==> src/rtl/noc_input_port.sv <==
// Router input port: circular flit FIFO with head-flit route decode and
// wormhole request holding toward the per-output arbiters.
module noc_input_port #(
   parameter int N      = 5,
   parameter int DEPTH  = 4,
   parameter int DATA_W = 32
) (
   input  logic              clk,
   input  logic              reset_n,
   input  logic              ce,
   input  logic              i_valid,
   input  logic [DATA_W-1:0] i_data,
   input  logic              i_head,
   input  logic              i_tail,
   output logic              o_ready,
   output logic [0:N-1]      o_request,
   input  logic [0:N-1]      i_grant,
   output logic [DATA_W-1:0] o_data,
   output logic              o_head,
   output logic              o_tail,
   output logic              o_error
);

   localparam int PW = (N > 1) ? $clog2(N) : 1;
   localparam int AW = $clog2(DEPTH);
   localparam int CW = AW + 1;

   typedef enum logic [1:0] {IDLE, ACTIVE, DROP} state_t;

   state_t            state;
   logic [DATA_W-1:0] mem_data [DEPTH];
   logic [DEPTH-1:0]  mem_head;
   logic [DEPTH-1:0]  mem_tail;
   logic [AW-1:0]     wr_ptr;
   logic [AW-1:0]     rd_ptr;
   logic [CW-1:0]     count;
   logic [PW-1:0]     route;
   logic [PW-1:0]     head_port;
   logic              empty;
   logic              full;
   logic              push;
   logic              pop;
   logic              port_ok;

   assign empty     = (count == '0);
   assign full      = (count == CW'(DEPTH));
   assign o_ready   = ce & ~full;
   assign push      = i_valid & o_ready;

   assign o_data    = mem_data[rd_ptr];
   assign o_head    = mem_head[rd_ptr];
   assign o_tail    = mem_tail[rd_ptr];
   assign head_port = o_data[PW-1:0];
   assign port_ok   = (int'(head_port) < N);

   // Request is a function of registered state only, so the arbiter sees no path from i_grant.
   always_comb begin
      o_request = '0;
      if (state == ACTIVE && !empty)
         o_request[route] = 1'b1;
   end

   always_comb begin
      pop = 1'b0;
      if (ce && !empty) begin
         case (state)
            IDLE:    pop = ~(o_head & port_ok);
            ACTIVE:  pop = i_grant[route];
            DROP:    pop = 1'b1;
            default: pop = 1'b0;
         endcase
      end
   end

   always_ff @(posedge clk) begin
      if (push) begin
         mem_data[wr_ptr] <= i_data;
         mem_head[wr_ptr] <= i_head;
         mem_tail[wr_ptr] <= i_tail;
      end
   end

   always_ff @(posedge clk) begin
      if (!reset_n) begin
         state   <= IDLE;
         route   <= '0;
         o_error <= 1'b0;
         wr_ptr  <= '0;
         rd_ptr  <= '0;
         count   <= '0;
      end else if (ce) begin
         o_error <= 1'b0;
         if (push)
            wr_ptr <= wr_ptr + 1'b1;
         if (pop)
            rd_ptr <= rd_ptr + 1'b1;
         if (push && !pop)
            count <= count + 1'b1;
         else if (pop && !push)
            count <= count - 1'b1;

         case (state)
            IDLE: begin
               if (!empty) begin
                  if (o_head && port_ok) begin
                     route <= head_port;
                     state <= ACTIVE;
                  end else begin
                     o_error <= 1'b1;
                     if (o_head && !o_tail)
                        state <= DROP;
                  end
               end
            end
            ACTIVE, DROP: begin
               if (pop && o_tail)
                  state <= IDLE;
            end
            default: state <= IDLE;
         endcase
      end
   end

endmodule

==> config.mk <==
export PLATFORM = sky130hd
export DESIGN_NAME = noc_input_port
export DESIGN_NICKNAME = d
export VERILOG_FILES = /design/src/rtl/noc_input_port.sv
export SDC_FILE = /design/constraint.sdc
export NUM_CORES = 1
export LEC_CHECK = 0
export ABC_CLOCK_PERIOD_IN_PS = 3860
export CORE_MARGIN = 2
export CORE_UTILIZATION = 42
export CTS_CLUSTER_DIAMETER = 40
export DETAILED_ROUTE_END_ITERATION = 6
export GPL_ROUTABILITY_DRIVEN = 0
export GPL_TIMING_DRIVEN = 0
export PLACE_DENSITY = 0.62
export SLEW_MARGIN = 5
export SYNTH_ARGS = -nofsm -noshare
export SYNTH_HDL_FRONTEND = slang
export SYNTH_SLANG_ARGS = --single-unit
==> constraint.sdc <==
create_clock -name clk -period 3.86 [get_ports clk]
set_input_delay 0.772 -clock clk [delete_from_list [all_inputs] [get_ports clk]]
set_output_delay 0.772 -clock clk [all_outputs]
set_load 0.1 [all_outputs]
==> metrics.txt, run 1 <==
via count ~3k; crit path DAT 2.93 ns; clock root buffer clkbuf_16; minimum hold slack around 0.51 ns; Seq/Total Area, Yosys 0.745; CTS tree built; slew margin rel. 0.317; WL final ~11 mm; NumNets Final around 450; vias per std cell about 5; fin crit period roughly 3.7 ns; vias in the first global route around 3.2k; RSZ-0062 raised after global routing false; largest net degree at the start of global routing 19; Final Cell Area roughly 0.0077 mm²; nature of the critical path startpoint primary input; residual DRC count 0; Synth area leader edfxtp_1; Setup Viol. Count Final 0; most numerous cell in the Yosys netlist edfxtp_1; Seq cells post-synth between 150 and 200; Core Rows 43; Post-DP HPWL around 7.1 mm; Slew @ Worst Pin slightly above 1 ns; chip width 122 µm; top cells by area, synth edfxtp_1, mux4_2, dfxtp_1; post-synthesis net count around 350; CTS max path bufs 2; Crit. End Element output port; Peak VDD IR about 360 µV; initial antenna violation count 0; final hold violation count 0; setup bufs post-CTS 0; Initial Util 0.427; Synth Flop Type edfxtp_1; layout cells sized above 1 0.225; Setup CP Type in -> out; H-tree depth 4; Post-Syn Area 0.00589 mm²; multiplexer area fraction after synthesis 0.140; Post-synth top cells edfxtp_1, mux4_2, dfxtp_1; clock slew at reported path FFs 0.06 ns; first-pass GRT wire length 16.5 mm; Post-synth ARST share 0; synthesis-to-finish area growth 30.4%; fin crit share 0.958; clock sink total approximately 150; status completed; Required @ worst endpoint between 3 and 4 ns; Tot Pwr ~4.5 mW; chip height around 120 µm; Synth Area in XOR/XNOR 0.00595; Slew Viols, Final 0; Tot GR Track Use 0.153; post-synth top area share 0.694; Worst-Skew Late Latency ~0.41 ns; 1st-pass router iterations 5; initial DRC count 190; max_cap viols 0; clock skew between 0.007 and 0.008 ns; Post-DRT Antenna Nets 0; placed inst area 0.00706 mm²; distinct cell type count of the synthesized netlist 40; DR WL/cell 18.0 µm; Synth Area in Adders 0.0225; Crit Path Max Fanout 6; setup TNS 0 ns; Simple-Gate Fraction of Synth Area 0.0419; Die ar. between 0.01 and 0.015 mm²; Util after Layout 0.557; Hold Path Class reg -> reg; combinational family with the most area after synthesis multiplexers; Post-synth EDFFs 136; Core Region 0.0138 mm²; I/O Buffers about 80; GRT Residual Overflow 0; Fmax 270 MHz; Synth Area in Compound Gates 0.0287; Ports 84; syn_area_per_cell approximately 20 µm²; Static Leakage approximately 2.5 nW; cts bufs inserted 17; Mapped Cells roughly 300; Synth Warn # 0; pwr dens around 590 mW/mm²
-- final timing paths --
kind / start / to / slack, ns / cells past startpoint
worst max register to register: route[1] / count[2] / 0.65 / 13
worst max-delay path: ce / o_ready / 0.16 / 3
worst min-delay path: state[1] / state[1] / 0.51 / 2
worst min register to register: state[1] / state[1] / 0.51 / 2
-- worst max-delay path, stage by stage --
cell and delay (ns):
clkdlybuf4s50_1 0.58, a21boi_1 0.37, clkdlybuf4s50_1 1.20
-- layout make-up --
class	instances	area [µm²]
clock buffers	17	425
flip-flops and latches	151	4380
inverters	10	37.5
well taps	180	225
plain buffers	12	56.3
multi-input cells	122	1430
repair buffers	86	943
fillers	1095	6100
clock inverters	15	175
diodes	1	2.50
-- layout by cell type, fill, tap and decap left out, types with 2 or more instances in the layout --
| cell | Yosys | routed |
|---|---|---|
| clkdlybuf4s50_1 | 0 | 72 |
| mux2i_1 | 6 | 6 |
| o21ai_0 | 5 | 5 |
| xnor2_1 | 3 | 3 |
| a21boi_0 | 4 | 3 |
| clkbuf_1 | 8 | 8 |
| clkbuf_16 | 0 | 17 |
| buf_2 | 3 | 3 |
| buf_16 | 0 | 4 |
| nor2_1 | 6 | 6 |
| mux4_2 | 34 | 34 |
| and3_2 | 0 | 4 |
| nand2_1 | 12 | 12 |
| bufinv_16 | 0 | 3 |
| clkinv_2 | 0 | 3 |
| dfxtp_1 | 15 | 15 |
| a21oi_1 | 3 | 3 |
| inv_1 | 10 | 10 |
| clkinvlp_4 | 0 | 3 |
| edfxtp_1 | 136 | 136 |
| ha_1 | 9 | 9 |
| nand4b_1 | 2 | 2 |
| clkdlybuf4s15_2 | 0 | 10 |
| and2_1 | 5 | 5 |
| nand3b_1 | 4 | 4 |
| inv_6 | 0 | 4 |
| nor4_2 | 0 | 2 |
| nor2b_1 | 3 | 3 |
-- stage by stage --
step	std cells	setup slack, ns
2_1_floorplan	295	-0.114
3_3_place_gp	557	-0.0199
3_5_place_dp	561	-0.00661
4_1_cts	593	0.124
5_1_grt	593	0.0608
6_report	594	0.162
-- routing by layer --
metal / share of wire / GRT usage / vias to the layer above
met5: 0 / 0 / -
met4: 0.013 / 0.0647 / 0
met3: 0.061 / 0.0479 / 11
met2: 0.50 / 0.249 / 74
met1: 0.43 / 0.190 / 1528
li1: - / - / 1408
-- cells by family (layout without fill, tap and decap cells) --
kind of cell             count (synthesis)  after routing
other                                    0              1
flip-flops                             151            151
AND/OR/NAND/NOR                         45             45
AO/OA/AOI/OAI                           23             23
XOR/XNOR                                 4              4
multiplexers                            40             40
adder cells (fa/ha/maj)                 10             10
buffers and inverters                   22            140
-- sequential cells by signal, summed over array words and instances (netlist names), named ones only --
register	flops
mem_tail	4
count	3
wr_ptr	2
mem_data	128
o_error	1
route	3
rd_ptr	2
state	2
mem_head	4
-- repair_timing --
| action | 4_1_cts | 5_1_grt |
|---|---|---|
| setup endpoints to repair | 10 | 0 |
| resized for setup | 30 | 0 |
| hold buffers | 0 | 0 |
-- power breakdown --
part           switching [mW]  total (mW)  internal (mW)
Clock                   0.631        1.65           1.02
Combinational           0.704        1.01          0.307
Sequential             0.0263        1.87           1.85
(Power assumes the default switching activity.)
==> run 2, diff against run 1 <==
- CTS_CLUSTER_DIAMETER: 40 -> default
==> results of run 2 <==
Final layout, timing and power as in run 1 (identical DEF).
==> run 3, diff against run 2 <==
- CORE_UTILIZATION: 42 -> 55
- CTS_BUF_LIST: default -> sky130_fd_sc_hd__clkbuf_8
- PLACE_DENSITY: 0.62 -> 0.78
==> run 3 against run 2 <==
Compared with the run above:
- non-clock buffer count unchanged
- flip-flop and latch count unchanged
- final cell count down 7.6%
- critical path depth is the same
- clock power down 30%
- largest cell class unchanged
- largest power group unchanged
==> metrics.txt, run 3 (synthesized netlist as in run 1, its figures left out) <==
Initial Util 0.568 (+0.140); Post-DRT Antenna Nets 0 (unchanged); Final WS setup 0.148 ns (-0.0133 ns); R2R Setup Slk 0.70 ns (+0.05 ns); diode count 0 (-1); cts bufs inserted 17 (unchanged); CTS tree built; cells on worst reg2reg path 13 (unchanged); Layout fillers 673 (-39%); chip height 107 µm (-12%); via count 3046 (+0.83%); initial antenna violation count 0 (unchanged); Tot Pwr 4.03 mW (-11%); Reg2Reg Launch Point route[1]; H-tree depth 4 (unchanged); vias per std cell 5.55 (+9.1%); WL final 10.5 mm (-1.2%); Core Region 0.0104 mm² (-25%); largest net degree at the start of global routing 24 (+5); Peak VDD IR 375 µV (+4.1%); worst hold stages 2 (unchanged); GR peak layer met2; max_cap viols 0 (unchanged); grt met1 use 0.239 (+0.0491); commonest non-fill, non-tap cell in the layout edfxtp_1; Die ar. 0.0115 mm² (-23%); Crit. End Element output port; worst hold start state[1]; Util after Layout 0.711 (+0.154); Post-Place Setup Slack 0.0857 ns (+0.0923 ns); first-pass GRT wire length 16.6 mm (+0.46%); Post-DP HPWL 6.93 mm (-2.3%); CTS max path bufs 2 (unchanged); fin crit share 0.962 (+0.00345); synthesis-to-finish area growth 25.3%; layout cells sized above 1 0.223 (-0.00242); final hold violation count 0 (unchanged); Worst-Skew Late Latency 0.44 ns (+0.03 ns); crit path DAT 2.94 ns (about the same); DR WL/cell 19.2 µm (+6.9%); r2r endpoint count[2]; Required @ worst endpoint 3.09 ns (about the same); fin crit period 3.71 ns (+0.0133 ns); nature of the critical path startpoint primary input; GRT Residual Overflow 0 (unchanged); residual DRC count 0 (unchanged); crit-path cells clkdlybuf4s50_1, a21boi_1, clkdlybuf4s50_1; clock slew at reported path FFs 0.08 ns (+0.02 ns); most frequent cells in the layout edfxtp_1, clkdlybuf4s50_1, mux4_2; slew margin rel. 0.316 (-0.00122); I/O Buffers 82 (unchanged); Crit Path Max Fanout 6 (unchanged); RSZ-0062 raised after global routing false; NumNets Final 453 (unchanged); pwr dens 547 mW/mm² (-7.3%); minimum hold slack 0.509 ns (+0.00118 ns); M2 GR Usage 0.337 (+0.0883); vias in the first global route 3292 (+2.8%); Setup CP Type in -> out; CP most frequent cell clkdlybuf4s50_1; Top reg by flops mem_data; max reg flops 128 (unchanged); Core Rows 37 (-14%); Tot GR Track Use 0.200 (+0.0474); clock sink total 151 (unchanged); CP max-delay cell clkdlybuf4s50_1; Post-Place Cells 517 (-7.8%); setup TNS 0 ns (unchanged); 1st-pass router iterations 5 (unchanged); placed inst area 0.00698 mm² (-1.2%); critical path's largest stage delay 1.20 ns (about the same); Hold Path Class reg -> reg; Slew Viols, Final 0 (unchanged); GR Util met3 0.0690 (+0.0211); top flop regs mem_data x128, mem_head x4, mem_tail x4; initial DRC count 163 (-14%); Final Cell Area 0.00738 mm² (-3.9%); Setup Viol. Count Final 0 (unchanged); clock root buffer clkbuf_8; Non-Filler Instances 549 (-7.6%); Ports 84 (unchanged); clock skew 0.00866 ns (+0.00155 ns); worst hold path endpoint state[1]; hold_buf cts 0 (unchanged); Static Leakage 2.36 nW (-4.3%); chip width 107 µm (-12%); Slew @ Worst Pin 1.02 ns (+0.00182 ns); Fmax 269 MHz (-0.36%); status completed
[run 3: worst max-delay path by stage]
stage                       to  slack, ns  cells after the start  startpoint
detailed placement  o_data[23]       0.09                      4    register
global route         o_data[7]       0.05                      3    register
floorplan             count[2]      -0.11                     10          ce
global placement    o_data[25]       0.05                      4    register
finish                 o_ready       0.15                      3          ce
CTS                  o_data[7]        0.1                      3    register
[run 3: power by group]
part	internal [mW]	switching [mW]	total (mW)
registers	1.84	0.0274	1.87
logic	0.304	0.702	1.01
clock network	0.576	0.583	1.16
[run 3: critical path: cells and delay by family]
| family | cells | cell delay [ns] |
|---|---|---|
| buffers and inverters | 2 | 1.80 |
| AOI/OAI and AO/OA | 1 | 0.37 |
[run 3: routing by layer]
| layer | part of all wire | vias up | wire, µm |
|---|---|---|---|
| met5 | 0 | - | 0 |
| met4 | 0.013 | 0 | 141 |
| li1 | - | 1396 | - |
| met3 | 0.065 | 13 | 690 |
| met1 | 0.41 | 1550 | 4320 |
| met2 | 0.51 | 87 | 5400 |
[run 3: cell type report]
| class | instances | area [µm²] | area share |
|---|---|---|---|
| clock buffer | 17 | 234 | 0.0317 |
| timing repair buffer | 86 | 913 | 0.124 |
| inverter | 10 | 37.5 | 0.00509 |
| sequential | 151 | 4380 | 0.594 |
| buffer | 12 | 56.3 | 0.00763 |
| clock inverter | 15 | 154 | 0.0209 |
| multi-input combinational | 122 | 1430 | 0.193 |
| tap | 136 | 170 | 0.0231 |
[run 3: timing repair]
item	in CTS	in global routing
gates resized for setup	30	0
setup buffers	0	0
setup endpoints to repair	10	0
